File: src/rtl/moore_seq_pkg.sv
// moore_seq_pkg: shared defaults, mode constants and pattern helper for
// the moore_seq_fsm sequence detector. No ports (package).
package moore_seq_pkg;

    localparam int W_DEF = 2;
    localparam int DEPTH_DEF = 3;
    localparam logic [5:0] PATTERN_DEF = 6'b11_00_01;

    localparam int MODE_RESTART = 0;
    localparam int MODE_STICKY = 1;

    // Widest pattern / symbol the helper can slice.
    localparam int PAT_MAX = 256;
    localparam int SYM_MAX = 32;

    // Symbol k of a packed pattern of w-bit symbols; symbol 0 is the LSBs.
    function automatic logic [SYM_MAX-1:0] sym(
        input logic [PAT_MAX-1:0] pattern,
        input int k,
        input int w = W_DEF
    );
        logic [PAT_MAX-1:0] sh;
        logic [SYM_MAX-1:0] m;
        sh = pattern >> (k * w);
        m = '0;
        for (int i = 0; i < SYM_MAX; i++) begin
            if (i < w) m[i] = 1'b1;
        end
        return sh[SYM_MAX-1:0] & m;
    endfunction

endpackage

File: src/rtl/moore_seq_fsm_if.sv
// moore_seq_fsm_if: bundle between switch bank and detector.
// master drives sw_in/ctrl_in/clr; slave (detector) drives state/out/match_cnt.
interface moore_seq_fsm_if
    import moore_seq_pkg::*;
#(
    parameter int W = W_DEF,
    parameter int DEPTH = DEPTH_DEF
);
    localparam int SW = $clog2(DEPTH + 1);

    logic [W-1:0]  sw_in;
    logic          ctrl_in;
    logic          clr;
    logic [SW-1:0] state;
    logic          out;
    logic [7:0]    match_cnt;

    modport master (
        output sw_in, ctrl_in, clr,
        input  state, out, match_cnt
    );

    modport slave (
        input  sw_in, ctrl_in, clr,
        output state, out, match_cnt
    );

endinterface

File: src/rtl/moore_seq_sat_cnt.sv
// moore_seq_sat_cnt: 8-bit counter, +1 per inc cycle, sticks at 8'hFF.
// Ports: clk, reset (sync, active-high), inc, cnt[7:0].
module moore_seq_sat_cnt (
    input  logic       clk,
    input  logic       reset,
    input  logic       inc,
    output logic [7:0] cnt
);

    always_ff @(posedge clk) begin
        if (reset) begin
            cnt <= 8'h00;
        end else if (inc && (cnt != 8'hFF)) begin
            cnt <= cnt + 8'h01;
        end
    end

endmodule

File: src/rtl/moore_seq_fsm.sv
// moore_seq_fsm: enable-gated Moore detector for a DEPTH-symbol pattern.
// Ports: clk, reset (sync, active-high), bus (moore_seq_fsm_if.slave).
// Optional MOORE_SEQ_MATCH_CNT_EN adds the saturating match counter.
module moore_seq_fsm
    import moore_seq_pkg::*;
#(
    parameter int W = W_DEF,
    parameter int DEPTH = DEPTH_DEF,
    parameter logic [DEPTH*W-1:0] PATTERN = PATTERN_DEF,
    parameter int MODE = MODE_RESTART
) (
    input  logic clk,
    input  logic reset,
    moore_seq_fsm_if.slave bus
);

    localparam int SW = $clog2(DEPTH + 1);
    localparam logic [SW-1:0] S_ACC = SW'(DEPTH);
    localparam logic [SW-1:0] S_ONE = SW'(1);

    logic [W-1:0]  syms [DEPTH];
    logic [W-1:0]  cur_sym;
    logic [SW-1:0] st;
    logic [SW-1:0] nxt;
    logic          out_q;

    for (genvar g = 0; g < DEPTH; g++) begin : g_sym
        assign syms[g] = W'(sym(PAT_MAX'(PATTERN), g, W));
    end

    // Symbol expected in the current state (only meaningful below DEPTH).
    always_comb begin
        cur_sym = '0;
        for (int k = 0; k < DEPTH; k++) begin
            if (st == SW'(k)) cur_sym = syms[k];
        end
    end

    // Simple fallback: on a miss only a fresh symbol 0 is kept as progress.
    always_comb begin
        nxt = st;
        if (st < S_ACC) begin
            if (bus.sw_in == cur_sym) begin
                nxt = st + S_ONE;
            end else if (bus.sw_in == syms[0]) begin
                nxt = S_ONE;
            end else begin
                nxt = '0;
            end
        end else if (st == S_ACC) begin
            if (MODE == MODE_STICKY) begin
                nxt = S_ACC;
            end else if (bus.sw_in == syms[0]) begin
                nxt = S_ONE;
            end else begin
                nxt = '0;
            end
        end else begin
            nxt = '0;
        end
    end

    always_ff @(posedge clk) begin
        if (reset) begin
            st    <= '0;
            out_q <= 1'b0;
        end else if (bus.clr) begin
            st    <= '0;
            out_q <= 1'b0;
        end else if (bus.ctrl_in) begin
            st    <= nxt;
            out_q <= (nxt == S_ACC);
        end
    end

    assign bus.state = st;
    assign bus.out   = out_q;

`ifdef MOORE_SEQ_MATCH_CNT_EN
    logic inc;

    // Sticky holds in MODE_STICKY re-enter DEPTH without a new match.
    assign inc = bus.ctrl_in && !bus.clr && (nxt == S_ACC)
               && ((st != S_ACC) || (MODE == MODE_RESTART));

    moore_seq_sat_cnt u_cnt (
        .clk   (clk),
        .reset (reset),
        .inc   (inc),
        .cnt   (bus.match_cnt)
    );
`else
    assign bus.match_cnt = 8'h00;
`endif

endmodule

File: src/flat_wrapper.sv
// flat-port wrapper written by rule: the top's interface ports become plain ports
module moore_seq_fsm_flat import moore_seq_pkg::*;
#(
    parameter int W = W_DEF,
    parameter int DEPTH = DEPTH_DEF,
    parameter logic [DEPTH*W-1:0] PATTERN = PATTERN_DEF,
    parameter int MODE = MODE_RESTART
)
  (clk, reset, bus_sw_in, bus_ctrl_in, bus_clr, bus_state, bus_out, bus_match_cnt);
  moore_seq_fsm_if #(.W(W), .DEPTH(DEPTH)) bus_i ();
  input  logic clk;
  input  logic reset;
  input wire logic [$bits(bus_i.sw_in)-1:0] bus_sw_in;
  input wire logic [$bits(bus_i.ctrl_in)-1:0] bus_ctrl_in;
  input wire logic [$bits(bus_i.clr)-1:0] bus_clr;
  output wire logic [$bits(bus_i.state)-1:0] bus_state;
  output wire logic [$bits(bus_i.out)-1:0] bus_out;
  output wire logic [$bits(bus_i.match_cnt)-1:0] bus_match_cnt;
  assign bus_i.sw_in = bus_sw_in;
  assign bus_i.ctrl_in = bus_ctrl_in;
  assign bus_i.clr = bus_clr;
  assign bus_state = bus_i.state;
  assign bus_out = bus_i.out;
  assign bus_match_cnt = bus_i.match_cnt;
  moore_seq_fsm #(.W(W), .DEPTH(DEPTH), .PATTERN(PATTERN), .MODE(MODE)) u_core (.clk(clk), .reset(reset), .bus(bus_i));
endmodule
File: config.mk
export PLATFORM = sky130hd
export DESIGN_NAME = moore_seq_fsm_flat
export DESIGN_NICKNAME = d
export VERILOG_FILES = /design/src/rtl/moore_seq_pkg.sv /design/src/rtl/moore_seq_fsm_if.sv /design/src/rtl/moore_seq_sat_cnt.sv /design/src/rtl/moore_seq_fsm.sv /design/src/flat_wrapper.sv
export SDC_FILE = /design/constraint.sdc
export NUM_CORES = 1
export LEC_CHECK = 0
export CORE_AREA = 5 5 42 44
export DETAILED_ROUTE_END_ITERATION = 12
export DIE_AREA = 0 0 47 49
export DONT_BUFFER_PORTS = 1
export GPL_ROUTABILITY_DRIVEN = 0
export PLACE_DENSITY = 0.45
export SETUP_SLACK_MARGIN = 0.05
export SKIP_LAST_GASP = 1
export SLEW_MARGIN = 0
export SYNTH_ARGS = -nofsm -noshare
export SYNTH_HDL_FRONTEND = slang
export SYNTH_HIERARCHICAL = 1
export SYNTH_SLANG_ARGS = --single-unit
File: constraint.sdc
create_clock -name clk -period 2.6 [get_ports clk]
set_clock_uncertainty 0.05 [all_clocks]
set_input_delay 0.52 -clock clk [delete_from_list [all_inputs] [get_ports clk]]
set_output_delay 0.52 -clock clk [all_outputs]
set_load 0.02 [all_outputs]
==> parameters.txt <==
Parameter                              Value

Synthesis
  Most frequently used flop master after synthesis ... dfxtp_1
  Synth Register Bits ... 3
  Share of the yosys chip area belonging to registers ... 0.2105
  Syn avg cell area ... 7.924 sq um
  Yosys cell types ... 18
  Total standard cell area after synthesis ... 285.3 sq um
  Portion of synthesized cell area occupied by the leading cell type ... 0.2105
  Number of flops mapped to enable cells by yosys ... 0
  Top post-synthesis cells by count ... 8 x buf_4, 4 x inv_1, 3 x dfxtp_1, 3 x ha_1, 3 x o21ai_0
  Cell types with the largest area share after synthesis ... dfxtp_1 21%, buf_4 21%, ha_1 13%, o21ai_0 5.3%, inv_1 5.3%
  Yosys warning total ... 6
  Post-synth top area cell ... dfxtp_1
  Cell with the most instances after synthesis ... buf_4
  Proportion of synthesized flip-flops having asynchronous set or reset ... 0
  Cells after synthesis ... 36

STA
  Setup Viol. Count Final ... 0
  Tightest hold margin ... 0.3394 ns
  Time the final worst path needs with I/O delays and setup ... 1.698 ns
  Number of max-slew violations in the final report ... 0
  Period utilization ... 0.6531
  Final-layout setup total negative slack ... 0 ns
  Count of endpoints failing hold in the final timing report ... 0
  Setup repair after global routing missed its margin ... no
  Highest Clock Rate ... 0.5889 GHz

Final layout
  Nets ... 49
  Share of the core filled with cells in the final layout ... 0.2125
  Layout area overhead ... 4.386%
  Fraction of final layout cells with drive strength greater than 1 ... 0.1282
  Number of inserted diodes ... 0

CTS
  Number of setup buffers added after CTS ... 0
  Root Buffer Master ... clkbuf_4
  Clock Tree Buf Depth ... 2
  Cells resized by post-CTS repair ... 0
  CTS sink cnt ... 3
  Total number of H-tree levels ... 1
  CTS Buf Count ... 3
  CTS tree ... built
  Clock input transition at the sequential cells of the worst setup and hold paths ... 0.04 ns
  Post-CTS Hold Fix Bufs ... 0
  Worst skew pair latency ... 0.23 ns

Setup path
  Worst Path Arrival ... 1.75 ns
  Type of origin of the critical path ... register
  Path type of the worst setup path ... reg2reg
  Max Fanout on Critical Path ... 5
  Crit path required time ... 2.65 ns
  Kind of end point of the critical path ... register

Floorplan
  Die Area ... 2303 sq um
  Chip Height ... 49 um
  Area of the core region ... 1401 sq um
  Starting density of the core ... 0.2036
  DIE WIDTH ... 47 um
  Number of top-level pins ... 17
  Total number of placement rows ... 14

Detailed routing
  Via count of the routed design ... 236
  Wirelength per Cell ... 10.45 um
  Number of DRC violations after detailed routing ... 0
  Remaining antenna violation count ... 0
  Sum of routed wire length over all layers ... 575 um
  Initial DRC count ... 3
  Routed vias/inst ... 4.291
  Detailed Routing Iterations Pass 1 ... 4

GRT
  Number of global-route vias before repair ... 202
  Final global-route overflow total ... 0
  Maximum number of pins on one net before global-route repair ... 7
  GRT Util Overall ... 0.05126
  Wire length of the first global-routing pass ... 800 um
  Number of antenna violations at the first check in global routing ... 0

Power and ir drop
  Peak supply drop ... 0.08701 mV
  Static leakage power ... 0.1328 nW
  Total power draw ... 0.1518 mW
  Power per standard cell area ... 509.9 nW/um^2

Placement
  Placed wire-length estimate ... 448.7 um
  Port Buffer Count ... 0

Run
  Max-cap violations ... 0

Min path
  HP Class ... in2reg

Run status
  Outcome ... finished clean
report_power, final:
part | internal, mW | switching (mW)
combinational | 0.00448 | 0.0152
sequential | 0.0470 | 0.00182
clock | 0.0576 | 0.0257
cell type report:
cell class,count,area (sq um)
fillers,173,1104
multi-input cells,28,176.4
flip-flops and latches,3,60.06
clock buffers,4,26.28
well taps,16,20.02
inverters,4,15.01
logic make-up (layout without fill, tap and decap cells):
kind of cell               Yosys count  in the layout  share of synthesized area
other                                1              8                    0.01315
and+or+nand+nor                     11             11                     0.2500
buffers and inverters               12              8                     0.2632
adders and majority gates            3              3                     0.1316
AOI/OAI and AO/OA                    6              6                     0.1316
DFF                                  3              3                     0.2105
worst max-delay path, cell delays in order (launching register included):
cell      delay (ns)
dfxtp_1         0.50
inv_1           0.14
ha_1            0.25
and4bb_2        0.23
nor3_1          0.26
o21ai_0         0.13
flip-flops by register name, summed over array words and instances (netlist names):
signal            count
u_core/bus.out        1
u_core/bus.state      2
placed cells by master, fill, tap and decap left out, drive strengths merged:
cell	Yosys	routed
dfxtp	3	3
a31oi	1	1
conb	1	8
nor2	2	2
o311ai	1	1
nor3	1	1
and3	1	1
o31ai	1	1
and4bb	1	1
o21ai	3	3
nand4	1	1
nor4	1	1
nand3	1	1
inv	4	4
clkbuf	0	4
nand3b	2	2
ha	3	3
nor2b	1	1
stage by stage:
stage	instances	instance area (sq um)	setup slack, ns
after floorplan	43	311.5	1.072
after global placement	51	271.5	0.9315
after detailed placement	51	271.5	0.9260
after CTS	55	297.8	0.9165
after global routing	55	297.8	0.7431
final	55	297.8	0.9020
final timing paths:
| path | from | end | slack (ns) | cells past startpoint |
|---|---|---|---|---|
| worst min-delay path | bus_ctrl_in | u_core/bus.state[0] | 0.34 | 1 |
| worst max register to register | u_core/bus.state[0] | u_core/bus.out | 0.90 | 5 |
| worst min register to register | u_core/bus.out | u_core/bus.out | 0.55 | 2 |
| worst max-delay path | u_core/bus.state[0] | u_core/bus.out | 0.90 | 5 |
layer usage:
metal | GRT usage | vias up | routed length (um)
met3 | 0.04059 | 2 | 102
met4 | 0.05530 | 0 | 6
li1 | - | 115 | -
met5 | 0 | - | 0
met2 | 0.06561 | 14 | 270
met1 | 0.04575 | 105 | 197
No activity file was read; power rests on OpenSTA's default activity.
